<file path="config.mk">
export PLATFORM = sky130hd
export DESIGN_NAME = micro_core_hs
export DESIGN_NICKNAME = d
export VERILOG_FILES = /design/src/rtl/micro_core_pkg.sv /design/src/rtl/ALU_RiscV.sv /design/src/rtl/micro_core_regfile.sv /design/src/rtl/micro_core_hs.sv
export SDC_FILE = /design/constraint.sdc
export NUM_CORES = 2
export LEC_CHECK = 0
export CORE_AREA = 2 2 292 583
export DETAILED_ROUTE_END_ITERATION = 10
export DIE_AREA = 0 0 294 585
export PLACE_DENSITY = 0.6
export SYNTH_ARGS = -nofsm -noshare
export SYNTH_HDL_FRONTEND = slang
export SYNTH_HIERARCHICAL = 1
export SYNTH_SLANG_ARGS = --single-unit
</file>
<file path="constraint.sdc">
create_clock -name clk -period 37.4 [get_ports clk]
set_input_delay 5.61 -clock clk [delete_from_list [all_inputs] [get_ports clk]]
set_output_delay 5.61 -clock clk [all_outputs]
set_load 0.03 [all_outputs]
</file>
<file path="src/rtl/micro_core_pkg.sv">
// micro_core_pkg: shared ISA encoding, write-select codes, FSM states and decode helpers
// Instruction word layout (MSB..LSB): {B, C, WS[1:0], OP[4:0], A1[4:0], A2[4:0], CONST[7:0], WA[4:0]}
package micro_core_pkg;
  localparam logic [1:0] WS_NONE = 2'd0;
  localparam logic [1:0] WS_IN   = 2'd1;
  localparam logic [1:0] WS_SE   = 2'd2;
  localparam logic [1:0] WS_ALU  = 2'd3;
  // 23-bit immediate {OP,A1,A2,CONST} used by WS_SE
  localparam int IMM_MSB = 27;
  localparam int IMM_LSB = 5;
  typedef enum logic {ST_RUN, ST_HALT} state_t;
  typedef struct packed {
    logic       b;
    logic       c;
    logic [1:0] ws;
    logic [4:0] op;
    logic [4:0] a1;
    logic [4:0] a2;
    logic [7:0] cst;
    logic [4:0] wa;
  } instr_t;
  function automatic logic is_out_instr(instr_t i);
    return i.ws == WS_NONE && !i.b && !i.c && i.op == 5'd0;
  endfunction
  // Unconditional jump-to-self is the halt idiom
  function automatic logic is_halt(instr_t i);
    return i.b && i.cst == 8'd0;
  endfunction
endpackage

</file>
<file path="src/rtl/ALU_RiscV.sv">
// ALU_RiscV: 32-bit RISC-V style ALU; Result for arithmetic ops, Flag for compare ops
// Ports: A, B operands; ALUOp operation select; Result value; Flag branch condition
module ALU_RiscV (
  input  logic [31:0] A,
  input  logic [31:0] B,
  input  logic [4:0]  ALUOp,
  output logic [31:0] Result,
  output logic        Flag
);
  always_comb begin
    Result = '0;
    Flag   = 1'b0;
    case (ALUOp)
      5'b00000: Result = A + B;
      5'b01000: Result = A - B;
      5'b00100: Result = A ^ B;
      5'b00110: Result = A | B;
      5'b00111: Result = A & B;
      5'b00001: Result = A << B[4:0];
      5'b00101: Result = A >> B[4:0];
      5'b01101: Result = $signed(A) >>> B[4:0];
      5'b00010: Result = {31'd0, $signed(A) < $signed(B)};
      5'b00011: Result = {31'd0, A < B};
      5'b11000: Flag = A == B;
      5'b11001: Flag = A != B;
      5'b11100: Flag = $signed(A) < $signed(B);
      5'b11101: Flag = $signed(A) >= $signed(B);
      5'b11110: Flag = A < B;
      5'b11111: Flag = A >= B;
      default: ;
    endcase
  end
endmodule

</file>
<file path="src/rtl/micro_core_regfile.sv">
// micro_core_regfile: REG_N x DATA_W register file, 2 async reads, 1 sync write, r0 hardwired 0
// Ports: clk, reset (async, active-high); ra1/ra2 read addresses -> rd1/rd2; we/wa/wd write port
// Addresses >= REG_N read as 0 and ignore writes; reads see the old value during a write.
module micro_core_regfile #(
  parameter int DATA_W = 32,
  parameter int REG_N  = 32
) (
  input  logic              clk,
  input  logic              reset,
  input  logic [4:0]        ra1,
  input  logic [4:0]        ra2,
  input  logic              we,
  input  logic [4:0]        wa,
  input  logic [DATA_W-1:0] wd,
  output logic [DATA_W-1:0] rd1,
  output logic [DATA_W-1:0] rd2
);
  localparam logic [5:0] LIM = 6'(REG_N);
  logic [DATA_W-1:0] regs [32];
  assign rd1 = (ra1 != 5'd0 && {1'b0, ra1} < LIM) ? regs[ra1] : '0;
  assign rd2 = (ra2 != 5'd0 && {1'b0, ra2} < LIM) ? regs[ra2] : '0;
  always_ff @(posedge clk or posedge reset)
    if (reset)
      for (int i = 0; i < 32; i++) regs[i] <= '0;
    else if (we && wa != 5'd0 && {1'b0, wa} < LIM)
      regs[wa] <= wd;
endmodule

</file>
<file path="src/rtl/micro_core_hs.sv">
// micro_core_hs: single-issue core with valid/ready IN/OUT handshakes, buffered output and HALT state
// Ports: clk; reset (async, active-high); imem_addr/imem_data instruction ROM; in_data/in_valid/in_ready
//   input handshake; out_data/out_valid/out_ready buffered output handshake; halted status.
// Option: define RETIRE_CNT_EN to add the 32-bit retire_cnt output counting retired instructions.
module micro_core_hs
  import micro_core_pkg::*;
#(
  parameter int DATA_W = 32,
  parameter int PC_W   = 8,
  parameter int REG_N  = 32
) (
  input  logic              clk,
  input  logic              reset,
  output logic [PC_W-1:0]   imem_addr,
  input  logic [31:0]       imem_data,
  input  logic [DATA_W-1:0] in_data,
  input  logic              in_valid,
  output logic              in_ready,
  output logic [DATA_W-1:0] out_data,
  output logic              out_valid,
  input  logic              out_ready,
  output logic              halted
`ifdef RETIRE_CNT_EN
  ,
  output logic [31:0]       retire_cnt
`endif
);
  instr_t ins;
  state_t state, state_nx;
  logic [PC_W-1:0] pc;
  logic [DATA_W-1:0] rd1, rd2, wd;
  logic [31:0] alu_res;
  logic alu_flag, run, out_i, stall, retire, we;
  assign ins = instr_t'(imem_data);
  assign imem_addr = pc;
  assign run = state == ST_RUN;
  assign out_i = is_out_instr(ins);
  // An OUT may retire while the buffer is full only if the sink takes the old value this cycle
  assign stall = (ins.ws == WS_IN && !in_valid) || (out_i && out_valid && !out_ready);
  assign retire = run && !stall;
  assign we = retire && ins.ws != WS_NONE;
  assign wd = ins.ws == WS_IN ? in_data :
              ins.ws == WS_SE ? DATA_W'($signed(imem_data[IMM_MSB:IMM_LSB])) :
              DATA_W'(alu_res);
  micro_core_regfile #(.DATA_W(DATA_W), .REG_N(REG_N)) u_rf (
    .clk(clk), .reset(reset), .ra1(ins.a1), .ra2(ins.a2),
    .we(we), .wa(ins.wa), .wd(wd), .rd1(rd1), .rd2(rd2)
  );
  ALU_RiscV u_alu (.A(rd1[31:0]), .B(rd2[31:0]), .ALUOp(ins.op), .Result(alu_res), .Flag(alu_flag));
  always_ff @(posedge clk or posedge reset)
    if (reset) state <= ST_RUN;
    else state <= state_nx;
  always_comb state_nx = (retire && is_halt(ins)) ? ST_HALT : state;
  always_comb begin
    halted = state == ST_HALT;
    in_ready = run && ins.ws == WS_IN;
  end
  always_ff @(posedge clk or posedge reset)
    if (reset) pc <= '0;
    else if (retire) pc <= pc + ((ins.b || (ins.c && alu_flag)) ? PC_W'($signed(ins.cst)) : PC_W'(1));
  always_ff @(posedge clk or posedge reset)
    if (reset) begin
      out_data <= '0;
      out_valid <= 1'b0;
    end else if (retire && out_i) begin
      out_data <= rd1;
      out_valid <= 1'b1;
    end else if (out_ready) begin
      out_valid <= 1'b0;
    end
`ifdef RETIRE_CNT_EN
  always_ff @(posedge clk or posedge reset)
    if (reset) retire_cnt <= '0;
    else if (retire) retire_cnt <= retire_cnt + 32'd1;
`endif
endmodule
</file>
# Word level (Yosys, flattened, before mapping)
# Cells that the tools add are included.
# op_classes
reduce_logical	30
n_lt_le_gt_ge	8
bitwise_logic	7
addsub	3
n_mux	18
shifts	3
n_eq_ne	19
# op_table
cell	count
bitwise mux 1024 bit	1
binary-select mux 32 bit (select 5 bit)	2
one-hot mux 32 bit (10 select lines)	1
two-way mux 32 bit	9
demux 32 bit (select 5 bit)	1
>= comparator 32 bit	2
less-than comparator 32 bit	2
adder 32 bit	1
AND 32 bit	1
== test 32 bit	1
!= test 32 bit	1
OR 32 bit	1
left shift 32 x 5 -> 32 bit	1
right shift 32 x 5 -> 32 bit	1
>>> shifter 32 x 5 -> 32 bit	1
subtractor 32 bit	1
XOR 32 bit	1
== test 5 bit, second input constant	6
== test 5 x 3 -> 1 bit, second input constant	4
>= comparator 6 bit, second input constant	3
inverter 5 -> 6 bit	3
logical AND 1 bit	15
nonzero test 5 bit	3
== test 5 x 2 -> 1 bit, second input constant	2
other kinds (16)	24
# word_totals
in_bits	68
word_cells	124
register_bits	1066
output_inout_bits	43

# Longest topological paths before layout
# logic_depth
word_depth	11
mapped_depth	33
depth_no_buf	26

# By module
# Netlist, hierarchy kept.
# modules_own_cells
mod	cells_per_inst	area_each_um2	n_inst	seq_area_each_um2
micro_core_regfile	3622	54943.9	1	25624.6
ALU_RiscV	1308	8839.7	1	0.0
micro_core_hs	304	2909.0	1	1051.0

# Worst setup path before layout
# No wires, ideal clock.
# synth_path
path_type	input to output
from	in imem_data[28]
to	out in_ready
n_path_buf	2
arrival_time_ps	6775
cell_stages	4
setup_slack_ps	25015
cell_sequence	clkbuf_1 -> inv_1 -> clkbuf_1 -> nor3_1
# synth_via
elab_chain_len	2
# synth_rtl
element	line_no	text
from (decl)	micro_core_hs.sv:15	input logic [31:0] imem_data,
== test 2 x 1 -> 1 bit	micro_core_hs.sv:56	in_ready = run && ins.ws == WS_IN;
logical AND 1 bit	micro_core_hs.sv:56	
to (decl)	micro_core_hs.sv:18	output logic in_ready,
# No other way between the ends.

# Worst setup path in the final report
# layout_path
from	in imem_data[19]
to	reg pc[6], in the netlist imem_addr[6]
# layout_via
elab_chain_len	11
elab_cells_between_ends	17
# layout_rtl
element	line_no	text
inverter 5 -> 6 bit (implied by the code)	micro_core_regfile.sv:20	assign rd1 = (ra1 != 5'd0 && {1'b0, ra1} < LIM) ? regs[ra1] : '0;
binary-select mux 32 bit (select 5 bit)	micro_core_regfile.sv:20	
two-way mux 32 bit (implied by the code) (2 in a row)	micro_core_regfile.sv:20	
two-way mux 32 bit *	micro_core_regfile.sv:20	
named net rd1[0]	micro_core_hs.sv:31	logic [DATA_W-1:0] rd1, rd2, wd;
>= comparator 32 bit (tied with other cells)	ALU_RiscV.sv:29	5'b11111: Flag = A >= B;
one-hot mux 1 bit (6 select lines) *	ALU_RiscV.sv:13	case (ALUOp)
named net alu_flag	micro_core_hs.sv:33	logic alu_flag, run, out_i, stall, retire, we;
logical AND 1 bit *	micro_core_hs.sv:60	else if (retire) pc <= pc + ((ins.b || (ins.c && alu_flag)) ? PC_W'($signed(ins.cst)) : PC_W'(1));
logical OR 1 bit *	micro_core_hs.sv:60	
two-way mux 8 bit *	micro_core_hs.sv:60	
adder 8 bit *	micro_core_hs.sv:60	
to (signal assigned)	micro_core_hs.sv:60	
to (decl)	micro_core_hs.sv:30	logic [PC_W-1:0] pc;
# The timed path passes the listed nets; every way through them passes the cells marked *. The select of a mux whose other input is x is not followed.
# A chain may end at the register's enable or synchronous reset.

==> flow_summary.toml <==
[outcome]
outcome = "completed"

[worst_hold_path]
hp-start = "u_rf/regs[1001]"
hp-class = "reg2reg"

[yosys]
yosysTopAreaCell = "dfrtp_1"
synth_common_cells = "dfrtp_1, mux2_2, mux4_2"
synthCells = 5234
ys_seq_area_share_pct = 40.0
netlist_area_um2 = 66700
yosysMostFrequentCell = "dfrtp_1"
yosys_warnings = 6
synthTopCellsByArea = "dfrtp_1, mux2_2, mux4_2"
synth-edff-count = 0
synth-main-ff-cell = "dfrtp_1"
synth_top_area_share_pct = 40.0
ys_types = 89
async_flop_share_pct = 100
syn_nets = 5410
avgSynthCellArea_um2 = 12.7
ys_ff_latch = 1066

[floorplan]
rows = 213
ioPinCount = 111
die_y_um = 585
fp.dieW_um = 294
core_area_um2 = 168000
dieArea_um2 = 172000
initial_core_util_pct = 39.8

[clock_network]
clkLatencyLatePin_ns = 0.77
post_cts_buffers = 0
ctsHtreeMaxLevel = 3
cts_tree = "done"
clockRootBuffer = "clkbuf_16"
clock-sinks = 1066
cts_made_buffers = 105
path_clk_slew_ns = 0.07
postCtsHoldBufs = 0
clock_path_buffers = 3
ctsResizeCount = 0

[placement]
io_buffer_count = 110
routabilityCongestion = 0.954
dp_hpwl_um = 156000
dp.cells = 7119

[final_layout]
nets = 5253
stdcell_count = 7314
drive_gt1_share_pct = 40.1
n_antenna_cell = 0
area_growth_pct = 9.74

[sta]
hold_ws_ns = 0.397
finalCriticalPeriod_ns = 14.56
worst_slew_pin_slew_ns = 1.41
relSlewSlack_pct = 5.74
hold_viol = 0
tns_ns = 0
setup_viol = 0
fin_skew_ns = 0.0674
fmax_mhz = 68.7
grt_setup_unrepaired = "false"
final-max-slew-violation-count = 0
min_period_over_period_pct = 38.9

[flow_run]
maxCapViolations = 0

[routing]
vias_per_cell = 6.70
drt-total-wl_um = 252000
drt_iter0_drc = 5614
ant_nets = 0
drc = 0
vias = 49000
wl_per_cell_um = 34.5
dr.pass1.iters = 6

[worst_setup_path]
r2r-start = "u_rf/regs[865]"
arrival_ns = 15.19
critical_path.endpoint_type = "flop"
endpoint = "imem_addr[6]"
max_stage_delay_ns = 0.83
criticalPathCategory = "in2reg"
cp_max_fo = 58
worst_setup_path_start_kind = "primary input"
worstRegToRegCells = 26
timing.rr.end = "imem_addr[6]"
startpoint = "imem_data[19]"
reg2reg_slack_ns = 29.86
required_ns = 38.03
crit_slowest_cell = "a311oi_2"

[global_route]
grt_max_degree = 173
grt_pass1_vias = 49700
grt-ovfl-total = 0
grtUsageTotal_pct = 29.0
grt_pass1_wl_um = 361000
antenna_found_initial = 6

[power]
pwr_density_cell_nw_per_um2 = 57.2
p_leak_nw = 30.6
ir_worst_vdd_uv = 41.3
p_total_mw = 4.19
worst min-delay path by stage:
| stage | endpoint | cells past startpoint |
|---|---|---|
| final | u_rf/regs[1001] | 0 |
| after CTS | u_rf/regs[999] | 0 |
| after detailed placement | u_rf/regs[999] | 0 |
| after global routing | u_rf/regs[999] | 0 |
| after global placement | u_rf/regs[1003] | 0 |
| after floorplan | u_rf/regs[1000] | 1 |
critical path: cells and delay by family:
kind	cells	cell delay [ns]
adders and majority gates	4	1.28
xor gates and xnor gates	1	0.15
AOI/OAI and AO/OA	13	4.00
and+or+nand+nor	5	0.77
muxes	1	0.33
buffers and inverters	6	2.88
cells in the final DEF (no fill, tap or decap), types with 96 or more instances in the layout:
master           netlist  routed
buf_4                 84     173
nor2_1               195     180
o21ai_0              163     163
clkdlybuf4s50_1        0      96
a21oi_1              146     114
inv_1                118     115
mux2_2              1052    1052
nor2b_1              117     113
nand2_1              182     167
a211oi_1             111     111
dfrtp_1             1066    1066
mux4_2               486     486
ha_1                 105     105
clkbuf_16              0     106
mux2i_1              210     210
registers in the layout, summed over array words and instances, names as in the netlist:
register,flops
out_data,32
imem_addr,8
halted,1
out_valid,1
u_rf/regs,1024
power breakdown:
part	switching, mW	leakage, nW	internal [mW]	total, mW
Clock	0.498	1.77	0.632	1.13
Combinational	0.710	15.2	0.687	1.40
Sequential	0.219	13.6	1.44	1.66
final cells by class:
type | count | area [um2]
fillers | 15100 | 94400
flip-flops and latches | 1066 | 26700
inverters | 123 | 472
repair buffers | 284 | 2430
multi-input cells | 3497 | 37300
well taps | 2150 | 2690
clock inverters | 44 | 581
clock buffers | 150 | 3040
routing by layer:
metal	vias to the layer above	GRT usage [%]	wire length [um]
met2	2633	44.7	116000
li1	19600	-	-
met1	26200	38.4	100000
met3	592	5.96	21800
met5	-	0	19
met4	4	15.5	14900
logic make-up (layout without fill, tap and decap cells):
logic type	after synthesis	after routing	share of synthesized area (%)
AND/OR/NAND/NOR	653	653	4.70
XOR/XNOR	27	27	0.355
flip-flops	1066	1066	40.0
adder cells (fa/ha/maj)	108	108	2.06
buffers and inverters	671	601	5.12
AO/OA/AOI/OAI	903	903	9.21
multiplexers	1806	1806	38.6
stage by stage:
stage	instance area [um2]	setup slack, ns	util (%)
2_1_floorplan	66700	2.97	-
3_3_place_gp	69600	22.24	41.5
3_5_place_dp	69600	22.20	41.5
4_1_cts	73200	22.94	43.7
5_1_grt	73200	22.28	43.7
6_report	73200	22.84	43.7
No activity file was read; power rests on OpenSTA's default activity.
